## src/rtl/core_sequencer.sv

```systemverilog
// Multi-cycle fetch/decode/memory/execute sequencer that shares one memory port with the datapath.
// Optional CORE_SEQ_PERF_EN adds retired-instruction and memory-stall counters.
module core_sequencer #(
   parameter int unsigned ACK_TIMEOUT = 255,
   parameter int unsigned TMO_W       = 8
) (
   input  logic        clk,
   input  logic        rst_n,
   input  logic        run,
   input  logic [31:0] pc,
   input  logic [31:0] dp_mem_addr,
   input  logic [31:0] dp_st_data,
   input  logic        dec_load,
   input  logic        dec_store,
   output logic        mem_req,
   output logic        mem_we,
   output logic [31:0] mem_addr,
   output logic [31:0] mem_wdata,
   input  logic        mem_ack,
   input  logic [31:0] mem_rdata,
   output logic [31:0] instr,
   output logic        instr_valid,
   output logic        exec_en,
   output logic        pc_inc,
   output logic        ld,
   output logic [31:0] ld_data,
   output logic        busy,
   output logic        err
`ifdef CORE_SEQ_PERF_EN
   ,
   output logic [31:0] retired_cnt,
   output logic [31:0] stall_cnt
`endif
);

   typedef enum logic [2:0] {
      ST_IDLE   = 3'd0,
      ST_FETCH  = 3'd1,
      ST_DECODE = 3'd2,
      ST_MEM    = 3'd3,
      ST_EXEC   = 3'd4,
      ST_HALT   = 3'd5
   } state_t;

   // Count value seen in the last permitted wait cycle; no ack there means timeout.
   localparam logic [TMO_W-1:0] TMO_LAST = TMO_W'(ACK_TIMEOUT - 1);

   state_t           state_r;
   logic [TMO_W-1:0] wait_cnt_r;
   logic             is_load_r;

   assign busy = (state_r != ST_IDLE) && (state_r != ST_HALT);

   // Sequencer state, memory request and datapath strobes.
   always_ff @(posedge clk or negedge rst_n) begin
      if (!rst_n) begin
         state_r     <= ST_IDLE;
         wait_cnt_r  <= '0;
         is_load_r   <= 1'b0;
         mem_req     <= 1'b0;
         mem_we      <= 1'b0;
         mem_addr    <= 32'h0000_0000;
         mem_wdata   <= 32'h0000_0000;
         instr       <= 32'h0000_0000;
         instr_valid <= 1'b0;
         exec_en     <= 1'b0;
         pc_inc      <= 1'b0;
         ld          <= 1'b0;
         ld_data     <= 32'h0000_0000;
         err         <= 1'b0;
      end else begin
         case (state_r)
            ST_IDLE: begin
               if (run) begin
                  state_r    <= ST_FETCH;
                  mem_req    <= 1'b1;
                  mem_we     <= 1'b0;
                  mem_addr   <= pc;
                  wait_cnt_r <= '0;
               end
            end
            ST_FETCH: begin
               if (mem_ack) begin
                  instr       <= mem_rdata;
                  instr_valid <= 1'b1;
                  mem_req     <= 1'b0;
                  state_r     <= ST_DECODE;
               end else if (wait_cnt_r == TMO_LAST) begin
                  state_r     <= ST_HALT;
                  err         <= 1'b1;
                  mem_req     <= 1'b0;
                  mem_we      <= 1'b0;
                  instr_valid <= 1'b0;
               end else begin
                  wait_cnt_r <= wait_cnt_r + 1'b1;
               end
            end
            ST_DECODE: begin
               if (dec_load) begin
                  is_load_r  <= 1'b1;
                  state_r    <= ST_MEM;
                  mem_req    <= 1'b1;
                  mem_we     <= 1'b0;
                  mem_addr   <= dp_mem_addr;
                  wait_cnt_r <= '0;
               end else if (dec_store) begin
                  is_load_r  <= 1'b0;
                  state_r    <= ST_MEM;
                  mem_req    <= 1'b1;
                  mem_we     <= 1'b1;
                  mem_addr   <= dp_mem_addr;
                  mem_wdata  <= dp_st_data;
                  wait_cnt_r <= '0;
               end else begin
                  is_load_r <= 1'b0;
                  state_r   <= ST_EXEC;
                  exec_en   <= 1'b1;
                  pc_inc    <= 1'b1;
                  ld        <= 1'b0;
               end
            end
            ST_MEM: begin
               if (mem_ack) begin
                  mem_req <= 1'b0;
                  mem_we  <= 1'b0;
                  if (is_load_r) begin
                     ld_data <= mem_rdata;
                  end
                  state_r <= ST_EXEC;
                  exec_en <= 1'b1;
                  pc_inc  <= 1'b1;
                  ld      <= is_load_r;
               end else if (wait_cnt_r == TMO_LAST) begin
                  state_r     <= ST_HALT;
                  err         <= 1'b1;
                  mem_req     <= 1'b0;
                  mem_we      <= 1'b0;
                  instr_valid <= 1'b0;
               end else begin
                  wait_cnt_r <= wait_cnt_r + 1'b1;
               end
            end
            ST_EXEC: begin
               exec_en <= 1'b0;
               pc_inc  <= 1'b0;
               ld      <= 1'b0;
               // The datapath bumps its PC on this same edge, so fetch from pc+1.
               if (run) begin
                  state_r    <= ST_FETCH;
                  mem_req    <= 1'b1;
                  mem_we     <= 1'b0;
                  mem_addr   <= pc + 32'd1;
                  wait_cnt_r <= '0;
               end else begin
                  state_r     <= ST_IDLE;
                  instr_valid <= 1'b0;
               end
            end
            ST_HALT: begin
               err     <= 1'b1;
               mem_req <= 1'b0;
               mem_we  <= 1'b0;
            end
            default: begin
               state_r     <= ST_HALT;
               err         <= 1'b1;
               mem_req     <= 1'b0;
               mem_we      <= 1'b0;
               instr_valid <= 1'b0;
               exec_en     <= 1'b0;
               pc_inc      <= 1'b0;
               ld          <= 1'b0;
            end
         endcase
      end
   end

`ifdef CORE_SEQ_PERF_EN
   // Retired-instruction and memory-stall counters, free-running with wrap.
   always_ff @(posedge clk or negedge rst_n) begin
      if (!rst_n) begin
         retired_cnt <= 32'h0000_0000;
         stall_cnt   <= 32'h0000_0000;
      end else begin
         if (state_r == ST_EXEC) begin
            retired_cnt <= retired_cnt + 32'd1;
         end
         if (((state_r == ST_FETCH) || (state_r == ST_MEM)) && !mem_ack) begin
            stall_cnt <= stall_cnt + 32'd1;
         end
      end
   end
`endif

endmodule
```

## config.mk

```make
export PLATFORM = sky130hd
export DESIGN_NAME = core_sequencer
export DESIGN_NICKNAME = d
export VERILOG_FILES = /design/src/rtl/core_sequencer.sv
export SDC_FILE = /design/constraint.sdc
export NUM_CORES = 1
export LEC_CHECK = 0
export ABC_AREA = 1
export CAP_MARGIN = 30
export CORE_AREA = 3 3 139 128
export CTS_CLUSTER_SIZE = 25
export DETAILED_ROUTE_END_ITERATION = 8
export DIE_AREA = 0 0 142 131
export GPL_TIMING_DRIVEN = 0
export HOLD_SLACK_MARGIN = 0.15
export PLACE_DENSITY_LB_ADDON = 0.15
export SYNTH_ARGS = -nofsm -noshare
export SYNTH_HDL_FRONTEND = slang
export SYNTH_SLANG_ARGS = --single-unit
```

## constraint.sdc

```tcl
create_clock -name clk -period 2.1 [get_ports clk]
set_input_delay 0.21 -clock clk [delete_from_list [all_inputs] [get_ports clk]]
set_output_delay 0.21 -clock clk [all_outputs]
set_load 0.05 [all_outputs]
```

Word-level counts from Yosys, hierarchy flattened
Cells that the tools add are included.
- word-level logic and storage cells: 110
- output and inout port bits: 136
- register bits: 146
- add/sub/neg operators: 2
- reductions and logical operators: 21
- multiplexer cells: 48
- bitwise logic cells: 5
- eq/ne operators: 21
- operator list (cell ; count):
    2-to-1 mux 32 bit ; 4
    case mux 32 bit (3 select lines) ; 1
    2-to-1 mux 8 bit ; 5
    adder 32 x 1 -> 32 bit, second input constant ; 1
    2-to-1 mux 1 bit ; 24
    case mux 8 bit (3 select lines) ; 1
    inequality test 2 bit, second input constant ; 10
    2-to-1 mux 3 bit ; 6
    case mux 3 bit (6 select lines) ; 1
    AND reduction 3 bit ; 6
    case mux 1 bit (3 select lines) ; 3
    nonzero test 3 bit ; 3
    OR reduction 3 bit ; 3
    adder 8 x 1 -> 8 bit, second input constant ; 1
    == test 8 bit, second input constant ; 1
    case mux 1 bit (4 select lines) ; 2
    AND reduction 4 bit ; 2
    == test 3 x 2 -> 1 bit, second input constant ; 2
    == test 3 bit, second input constant ; 2
    inequality test 3 bit, second input constant ; 2
    inverter 1 bit ; 5
    AND reduction 5 bit ; 1
    inequality test 2 x 1 -> 1 bit, second input constant ; 2
    AND reduction 2 bit ; 2
    6 further kinds ; 7

Logic depth before layout (Yosys ltp)
- word-level depth: 4
- mapped depth: 11
- depth with buffers taken out: 11

Worst setup path after synthesis
Ideal clock, no wire load.
- path type: register to register
- from: register state_r[2]
- to: register mem_addr[12]
- path buffers: 1
- required time: 1.987 ns
- data arrival time: 1.420 ns
- library setup time: 0.113 ns
- clock period less this slack: 1.533 ns
- slack: 0.567 ns
- stages on the path, launching flop included: 11
- path through: dfrtp_1 > inv_2 > nand3_2 > nor2_2 > nand2_2 > nand3_4 > inv_2 > buf_6 > or2_1 > nand2_1 > inv_1
- word-level cells in the longest chain between the ends: 3
- elaborated cells between the ends (all ways): 9
- classes of those cells: eq/ne: 5; mux: 1; reduce/logical: 3
- RTL lines (item ; line ; text):
    start: declaration ; 48 ; state_t state_r;
    start signal: assignment ; 57 ; state_r <= ST_IDLE;
    start signal: assignment ; 75 ; state_r <= ST_FETCH;
    start signal: assignment ; 87 ; state_r <= ST_DECODE;
    == test 3 x 2 -> 1 bit, or another cell as far along ; 72 ; case (state_r)
    inequality test 3 bit (no line), or another cell as far along ; - ;
    AND reduction 4 bit (no line) ; - ;
    end signal: assignment ; 78 ; mem_addr <= pc;
    end signal: assignment ; 104 ; mem_addr <= dp_mem_addr;
    end signal: assignment ; 111 ; mem_addr <= dp_mem_addr;
    end: declaration ; 17 ; output logic [31:0] mem_addr,
Several ways; a longest one is shown, not always the timed one.
A chain may end at the register's enable or synchronous reset.

Final worst setup path
- from: register pc_inc
- to: output port pc_inc
- RTL lines (item ; line ; text):
    start: declaration ; 24 ; output logic pc_inc,
    start signal: assignment ; 67 ; pc_inc <= 1'b0;
    start signal: assignment ; 118 ; pc_inc <= 1'b1;
    start signal: assignment ; 131 ; pc_inc <= 1'b1;
No word-level cell between the ends.

==> results.cfg <==
[clock_network]
cts_buffers = 17
cts_tree = yes
cts_buffer_depth = 2
cts_htree_levels = 4
clkSinkCount = 146
clk_pin_slew_ns = 0.07
cts-root-buf = clkbuf_16
clock_latency_ns = 0.42

[yosys]
ys_ff_latch = 146
syn-num-nets = 1079
ys_types = 31
synth_area_leaders = dfrtp_1 (50%), nand2_1 (16%), o21ai_0 (5.7%), inv_1 (5.1%), mux2_2 (4.9%)
synthFlopType = dfrtp_1
yosysTopAreaCellShare_pct = 49.89
async_flop_share_pct = 100.0
syn_area_per_cell_um2 = 7.774
yosysTopAreaCell = dfrtp_1
ys_seq_area_share_pct = 49.89
synth_warnings = 0
synth_edf_count = 0
synth.cell_area_um2 = 7323
synthCells = 942

[global_routing]
grt_pass1_wl_mm = 36.22
grt_pass1_vias = 6861
grt_usage_pct = 24.97
antenna_found_initial = 4
gr-total-overflow = 0
grt_max_degree = 79

[routing]
drt-initial-drc-count = 386
drc_errors = 0
postRouteAntennaNets = 0
dr.pass1.iters = 7
via_count = 7289
post_drt_wl_per_cell_um = 16.04
routed_wl_mm = 23.36
vias_per_cell = 5.003

[sta]
hold_slack_ns = 0.3622
worst_pin_slew_ns = 0.7369
fin_skew_ns = 0.01278
finalSetupViolCount = 0
period_share_pct = 91.44
period_needed_ns = 1.920
drv_slew = 0
hold_violations = 0
max_slew_margin_pct = 50.87
rsz0062_at_grt = no
setup_slack_ns = 0.1798
timing.fmax_mhz = 520.8
setup_tns_ns = 0

[critical_path]
crit_path_end_kind = primary output
cp-startpoint = pc_inc
start_kind = register
max_stage_delay_ns = 0.79
critPathTopFamily = buffers and inverters
reg2reg_to = mem_wdata[14]
cp_max_fo = 3
cp_data_required_time_ns = 1.89
rr_startpoint = state_r[2]
critical_path_class = register to primary output
critPathSlowestCell = clkdlybuf4s50_1
crit_arrival_ns = 1.71
reg2reg_depth = 6
r2r_setup_slack_ns = 0.18
path_cells = buf_4 -> clkdlybuf4s50_1
crit_buf_inv = 2

[power_and_ir_drop]
vdd_ir_drop_max_v = 0.001160
p_leak_nw = 5.132
p_per_area_nw_per_um2 = 1692
power_mw = 18.43

[placement]
dp_cells = 1423
pre_cts_ws_ns = -0.1568
dp_hpwl_mm = 17.49
place.gp.congestion = 0.9600
placed_area_um2 = 10310
numPortBuffers = 269

[job]
cap_violations = 0

[worst_hold_path]
worstHoldPathCells = 3
hold_start = mem_rdata[15]
hold_path_end = ld_data[15]
hold_path.class = primary input to register

[finish]
final_cells = 1457
fillers = 1441
final_core_util_pct = 65.57
drive_gt1_share_pct = 8.835
design_area_um2 = 10890
final_common_cell = nand2_1
final_nets = 1369
final_cell_mix = nand2_1 (310), clkdlybuf4s50_1 (267), dfrtp_1 (146), inv_1 (99), o21ai_0 (84)
area_delta_synth_final_pct = 48.73

[floorplanning]
start_util_pct = 44.09
io_pins = 270
die_w_um = 142
core_area_um2 = 16610
fp.dieH_um = 131
rows = 45
die-area_um2 = 18600

[status]
status = finished, final reports clean
-- repair_timing --
| item | 4_1_cts | 5_1_grt |
|---|---|---|
| endpoints found under the hold margin | 77 | 0 |
| gates resized for setup | 2 | 1 |
| hold buffers | 1 | 0 |
| setup buffers | 0 | 0 |
| endpoints found under the setup margin | 1 | 1 |
-- flip-flops by register name, indices dropped and copies added, names as in the netlist --
| register | cells |
|---|---|
| state_r | 3 |
| pc_inc | 1 |
| wait_cnt_r | 8 |
| ld_data | 32 |
| mem_wdata | 32 |
| err | 1 |
| is_load_r | 1 |
| mem_addr | 32 |
| ld | 1 |
| mem_req | 1 |
| mem_we | 1 |
| instr_valid | 1 |
| instr | 32 |
-- area by class of cell --
| type | count | area, um2 | share of cell area [%] |
|---|---|---|---|
| Sequential cell | 146 | 3654 | 33.54 |
| Multi-Input combinational cell | 654 | 3083 | 28.31 |
| Timing Repair Buffer | 271 | 2726 | 25.03 |
| Clock buffer | 20 | 456.7 | 4.193 |
| Inverter | 104 | 390.4 | 3.584 |
| Tap cell | 211 | 264.0 | 2.424 |
| Buffer | 38 | 196.4 | 1.804 |
| Clock inverter | 12 | 118.9 | 1.091 |
| Antenna cell | 1 | 2.502 | 0.02298 |
-- power breakdown --
part	switching [mW]	internal [mW]
sequential	0.732	4.08
combinational	7.14	3.46
clock	1.29	1.72
-- how the worst max path moves through the flow --
stage                     slack [ns]  cells past startpoint       endpoint
after CTS                      0.006                      7           busy
final                           0.18                      2         pc_inc
after global placement         -5.23                      1  mem_wdata[22]
after global routing            0.01                     11   mem_addr[26]
after floorplan                 0.57                     10   mem_addr[12]
after detailed placement       -0.16                     11   mem_addr[18]
-- routing by layer --
layer / share of wire [%] / global-route usage, % / vias up
li1: - / - / 3570
met1: 41 / 31.74 / 3378
met2: 46 / 38.61 / 305
met3: 11 / 11.32 / 30
met4: 1.5 / 7.393 / 6
met5: 0.14 / 0 / -
-- cells in the mapped netlist (5+ instances only) --
cell type and instances:
o21ai_0 84, nor3_1 5, nand2_1 310, nor2_1 75, inv_2 5, a21oi_1 51, nand3_1 62, dfrtp_1 146
inv_1 99, clkbuf_1 10, buf_2 22, mux2_2 32, buf_4 5
-- cells by family (layout without fill, tap and decap cells) --
logic type	Yosys count	in the layout	synth area share [%]
compound gates	146	146	10.25
xor+xnor	3	3	0.3589
fa+ha+maj	3	3	0.5126
buf+inv	142	445	8.013
flops	146	146	49.89
mux	32	32	4.921
other cells	0	1	0
simple gates	470	470	26.06
-- worst reg2reg max path, cell delays in order, from the launching register on --
cell and delay, ns:
dfrtp_1 0.46, inv_2 0.12, nand3_2 0.17, nor2_2 0.19, nand2_1 0.26, buf_2 0.31
mux2_2 0.30
Power figures use the tool's default switching activity.
==> edit 1: new RTL, config.mk and constraints unchanged <==
Encoding of `state_t`: now one-hot (6 bits for 6 states).
--- a/src/rtl/core_sequencer.sv
+++ b/src/rtl/core_sequencer.sv
@@ -34,11 +34,11 @@
 );
 
-   typedef enum logic [2:0] {
-      ST_IDLE   = 3'd0,
-      ST_FETCH  = 3'd1,
-      ST_DECODE = 3'd2,
-      ST_MEM    = 3'd3,
-      ST_EXEC   = 3'd4,
-      ST_HALT   = 3'd5
+   typedef enum logic [5:0] {
+      ST_IDLE   = 6'b000001,
+      ST_FETCH  = 6'b000010,
+      ST_DECODE = 6'b000100,
+      ST_MEM    = 6'b001000,
+      ST_EXEC   = 6'b010000,
+      ST_HALT   = 6'b100000
    } state_t;
 
Behaviour: same outputs for any inputs over 4 cycles, from zero or initial values and one cycle with rst_n low; so few cycles prove little.
==> edit 1 against the original RTL <==
  * Non-clock buffer count down 6
  * Setup slack worse by 0.025 ns
  * Critical path depth unchanged
  * Cell area up 4.0%
  * Worst hold slack worse by 0.011 ns
  * Sequential cell count up 3
  * Cell count up 2.0%
  * First-iteration DRC count up 6.5%
  * Area after synthesis up 5.3%
  * Routed wire length up 1.1%
  * Via count up 0.12%
  * Sequential share of layout area down 0.62 points
  * Highest routed layer is now met4
Power is not compared: it rests on default switching activity, and its combinational part moved more than twofold at a synthesized area within 25%.
==> edit 1: results (changes against the original RTL) <==
[metrics] outcome: complete, no violations
[metrics] net total in the final layout: 1399 (+2.2%)
[metrics] multi-input gate count: 673 (+2.9%)
[metrics] met3 Track Usage GR: 5.82% (-5.5 points)
[metrics] Worst R2R Setup Slack: 0.23 ns (+0.05 ns)
[metrics] routed wl met2: 11.3 mm (+5.2%)
[metrics] pin slew with the least headroom to its limit: 0.701 ns (-0.0358 ns)
[metrics] overall track demand over capacity in global routing: 25.3% (+0.31 points)
[metrics] Pre-Repair DR Iteration Count: 5 (-2)
[metrics] Non-CTS buffers: 303 (-1.9%)
[metrics] register cell area after layout: 3730 µm² (+2.1%)
[metrics] routed wirelength normalized by instance count: 15.9 µm (-0.84%)
[metrics] share of final-layout standard cells stronger than drive strength 1: 10.5% (+1.7 points)
[metrics] met3 wire len: 1.53 mm (-42%)
[metrics] sum of net half-perimeters after detailed placement: 18.1 mm (+3.4%)
[metrics] cts repair resizes: 4 (+2)
[metrics] Arr. time, crit path: 1.73 ns (+0.02 ns)
[metrics] worst hold margin: 0.352 ns (-0.0106 ns)
[metrics] number of non-clock inverters in the layout: 118 (+13%)
[metrics] ratio of routed vias to standard cells: 4.91 (-1.8%)
[metrics] fraction of standard cell area in multi-input logic: 29.6% (+1.3 points)
[metrics] total number of vias: 7298 (+0.12%)
[metrics] final clock skew: 0.00821 ns (-0.00457 ns)
[metrics] clock distribution area overhead in the final layout: 5.47% (+0.18 points)
[metrics] most used standard cells in the synthesized netlist: 320 x nand2_1, 148 x dfrtp_1, 108 x inv_1, 91 x nor2_1, 67 x nand3_1
[metrics] terminus of the critical flop-to-flop path: mem_addr[14]
[metrics] number of DRC markers in iteration 0: 411 (+6.5%)
[metrics] critical register-to-register path startpoint: state_r[0]
[metrics] wire length of the first global-routing pass: 37.1 mm (+2.4%)
[metrics] worst hold path startpoint: mem_rdata[20]
[metrics] Final non-clock buffer share: 25.8% (-1.1 points)
[metrics] time the worst path needs with I/O delays and setup: 1.94 ns (+0.0246 ns)
[metrics] M1 WL: 10.3 mm (+6.6%)
[metrics] total placed instance area: 10700 µm² (+3.8%)
[metrics] maximum number of pins on one net before global-route repair: 77 (-2.5%)
[metrics] static leakage: approximately 5.5 nW
[metrics] number of filler cells placed in the layout: 1389 (-3.6%)
[metrics] sequential cell count of the final layout: 149 (+2.1%)
[metrics] highest metal layer with signal wires: met4
[metrics] share of synthesized area occupied by flip-flops and latches: 48.4% (-1.5 points)
[metrics] number of global-route vias before repair: 7083 (+3.2%)
[metrics] depth of the most critical reg-to-reg path: 8 (+2)
[metrics] last weighted congestion value of the routability-driven placer: 0.939 (-2.1%)
[metrics] grt met1 use: 33.7% (+1.9 points)
[metrics] placement-stage worst setup slack: -0.276 ns (-0.119 ns)
[metrics] Synth Net Count: 1109 (+2.8%)
[edit 1: cell count changes in the layout (fill, tap and decap cells not counted), moves of 10 or more]
| cell | unedited run | this run |
|---|---|---|
| nand2_1 | 310 | 320 |
| o21ai_1 | 2 | 56 |
| o21ai_0 | 84 | 43 |
| nor2_1 | 75 | 89 |
| mux2_4 | 0 | 30 |
| mux2_2 | 32 | 2 |
| a21oi_1 | 51 | 19 |
[edit 1: cells by family (layout without fill, tap and decap cells)]
family | count (synthesis) | in the layout | share of synthesized area (%)
adder cells (fa/ha/maj) | 3 | 3 | 0.487
AO/OA/AOI/OAI | 127 | 127 | 8.49
multiplexers | 32 | 32 | 6.13
buffers and inverters | 150 | 453 | 8.26
AND/OR/NAND/NOR | 505 | 505 | 27.6
XOR/XNOR | 6 | 6 | 0.681
flip-flops | 149 | 149 | 48.4
==> edit 2: new RTL, same settings <==
Made on the original files. The parameter `TMO_W` goes from 8 to 10.
--- a/src/rtl/core_sequencer.sv
+++ b/src/rtl/core_sequencer.sv
@@ -3,5 +3,5 @@
 module core_sequencer #(
    parameter int unsigned ACK_TIMEOUT = 255,
-   parameter int unsigned TMO_W       = 8
+   parameter int unsigned TMO_W       = 10
 ) (
    input  logic        clk,
Formal check against the unedited RTL: same outputs for any inputs over 4 cycles, from zero or initial values and one cycle with rst_n low; that may be too few to reach the edited logic, so the function may still have changed.
==> edit 2 against the original RTL <==
  * Global-route usage shrank 0.21 points
  * Power is essentially flat
  * Setup slack lost 0.065 ns
  * Die area is the same
  * Worst hold slack lost 0.0090 ns
  * Area after synthesis grew 2.6%
  * First-iteration DRC count grew 31%
  * Clock skew shrank 0.0014 ns
  * Non-clock buffer count is the same
  * Sequential cell count grew 2
  * Cell area grew 2.0%
  * Core utilization grew 1.3 points
  * Critical path depth grew 4
  * Routed wire length grew 0.51%
==> edit 2: results (changes against the original RTL) <==
[metrics] last weighted congestion value of the routability-driven placer: 0.956 (-0.40%)
[metrics] Worst R2R Setup Slack: 0.27 ns (+0.09 ns)
[metrics] critical path fanouts, max: 9 (+6)
[metrics] total placed instance area: 10500 µm² (+1.8%)
[metrics] outcome: complete, no violations
[metrics] sum of net half-perimeters after detailed placement: 17.7 mm (+1.4%)
[metrics] routed wirelength normalized by instance count: 15.9 µm (-0.65%)
[metrics] net total in the final layout: 1387 (+1.3%)
[metrics] share of final-layout standard cells stronger than drive strength 1: 9.58% (+0.75 points)
[metrics] path category of the worst min-delay check: input pin to async pin
[metrics] Antenna Cells: 0 (-1)
[metrics] count of distinct cell types in the synthesized netlist: 39 (+26%)
[metrics] net switching fraction of the power: 49.3% (-0.42 points)
[metrics] cell at the slowest stage of the critical path: dlygate4sd2_1
[metrics] overall track demand over capacity in global routing: 24.8% (-0.21 points)
[metrics] worst hold margin: 0.353 ns (-0.00898 ns)
[metrics] Pre-Repair DR Iteration Count: 5 (-2)
[metrics] Layout Cells excl Fill: 1474 (+1.2%)
[metrics] terminus of the critical flop-to-flop path: mem_addr[19]
[metrics] Arr. time, crit path: 1.78 ns (+0.07 ns)
[metrics] share of synthesized area occupied by flip-flops and latches: 49.3% (-0.59 points)
[metrics] most used standard cells in the synthesized netlist: 311 x nand2_1, 148 x dfrtp_1, 94 x inv_1, 83 x nor2_1, 75 x o21ai_0
[metrics] wire length of the first global-routing pass: 36.5 mm (+0.91%)
[metrics] most area-consuming cells after synthesis: dfrtp_1 49%, nand2_1 16%, o21ai_0 5.0%
[metrics] number of global-route vias before repair: 7088 (+3.3%)
## edit 2: cell types whose count changed after synthesis, sizes merged, moves of 3 or more
cell	delta
o21ai	+6
nand2	+3
inv	-4
nor2	+10
a21oi	-6
nor3	-4
xor2	+3
nand3	+3
## edit 2: kinds of logic after synthesis
| kind of cell | count (synthesis) | synth area share, % |
|---|---|---|
| flip-flops | 148 | 49.3 |
| adder cells (fa/ha/maj) | 3 | 0.500 |
| AND/OR/NAND/NOR | 486 | 26.7 |
| XOR/XNOR | 7 | 0.816 |
| buffers and inverters | 138 | 7.86 |
| multiplexers | 32 | 4.80 |
| AO/OA/AOI/OAI | 146 | 10.0 |
## edit 2: power groups by stage
stage          registers, mW  clock network [mW]  logic [mW]
3_5_place_dp            4.78                   0        10.6
2_1_floorplan           8.86                   0        2.78
6_report                4.74                3.11        10.6
4_1_cts                 4.75                3.16        10.6
3_3_place_gp            4.75                   0        10.5
5_1_grt                 4.91                3.27        11.3
## edit 2: final cells by class
cell class	instances	area [µm²]	share of cell area [%]
clock inverter	14	165	1.49
multi-input combinational	674	3220	29.0
timing repair buffer	271	2730	24.6
buffer	38	213	1.92
tap	211	264	2.38
inverter	100	378	3.40
sequential	148	3700	33.3
clock buffer	18	429	3.86
## edit 2: what timing repair did
| item | in CTS | in global routing |
|---|---|---|
| resized for setup | 1 | 2 |
| hold endpoints to repair | 67 | 0 |
| hold buffers | 1 | 0 |
| setup buffers | 0 | 0 |
| setup endpoints to repair | 1 | 1 |
## edit 2: per-layer routing
metal	up-vias	routed length, µm	track usage, %	share of wire (%)
li1	3651	-	-	-
met1	3459	10100	32.8	43
met2	280	10900	39.8	47
met3	45	1820	5.97	7.8
met4	0	587	9.09	2.5
met5	-	0	0	0
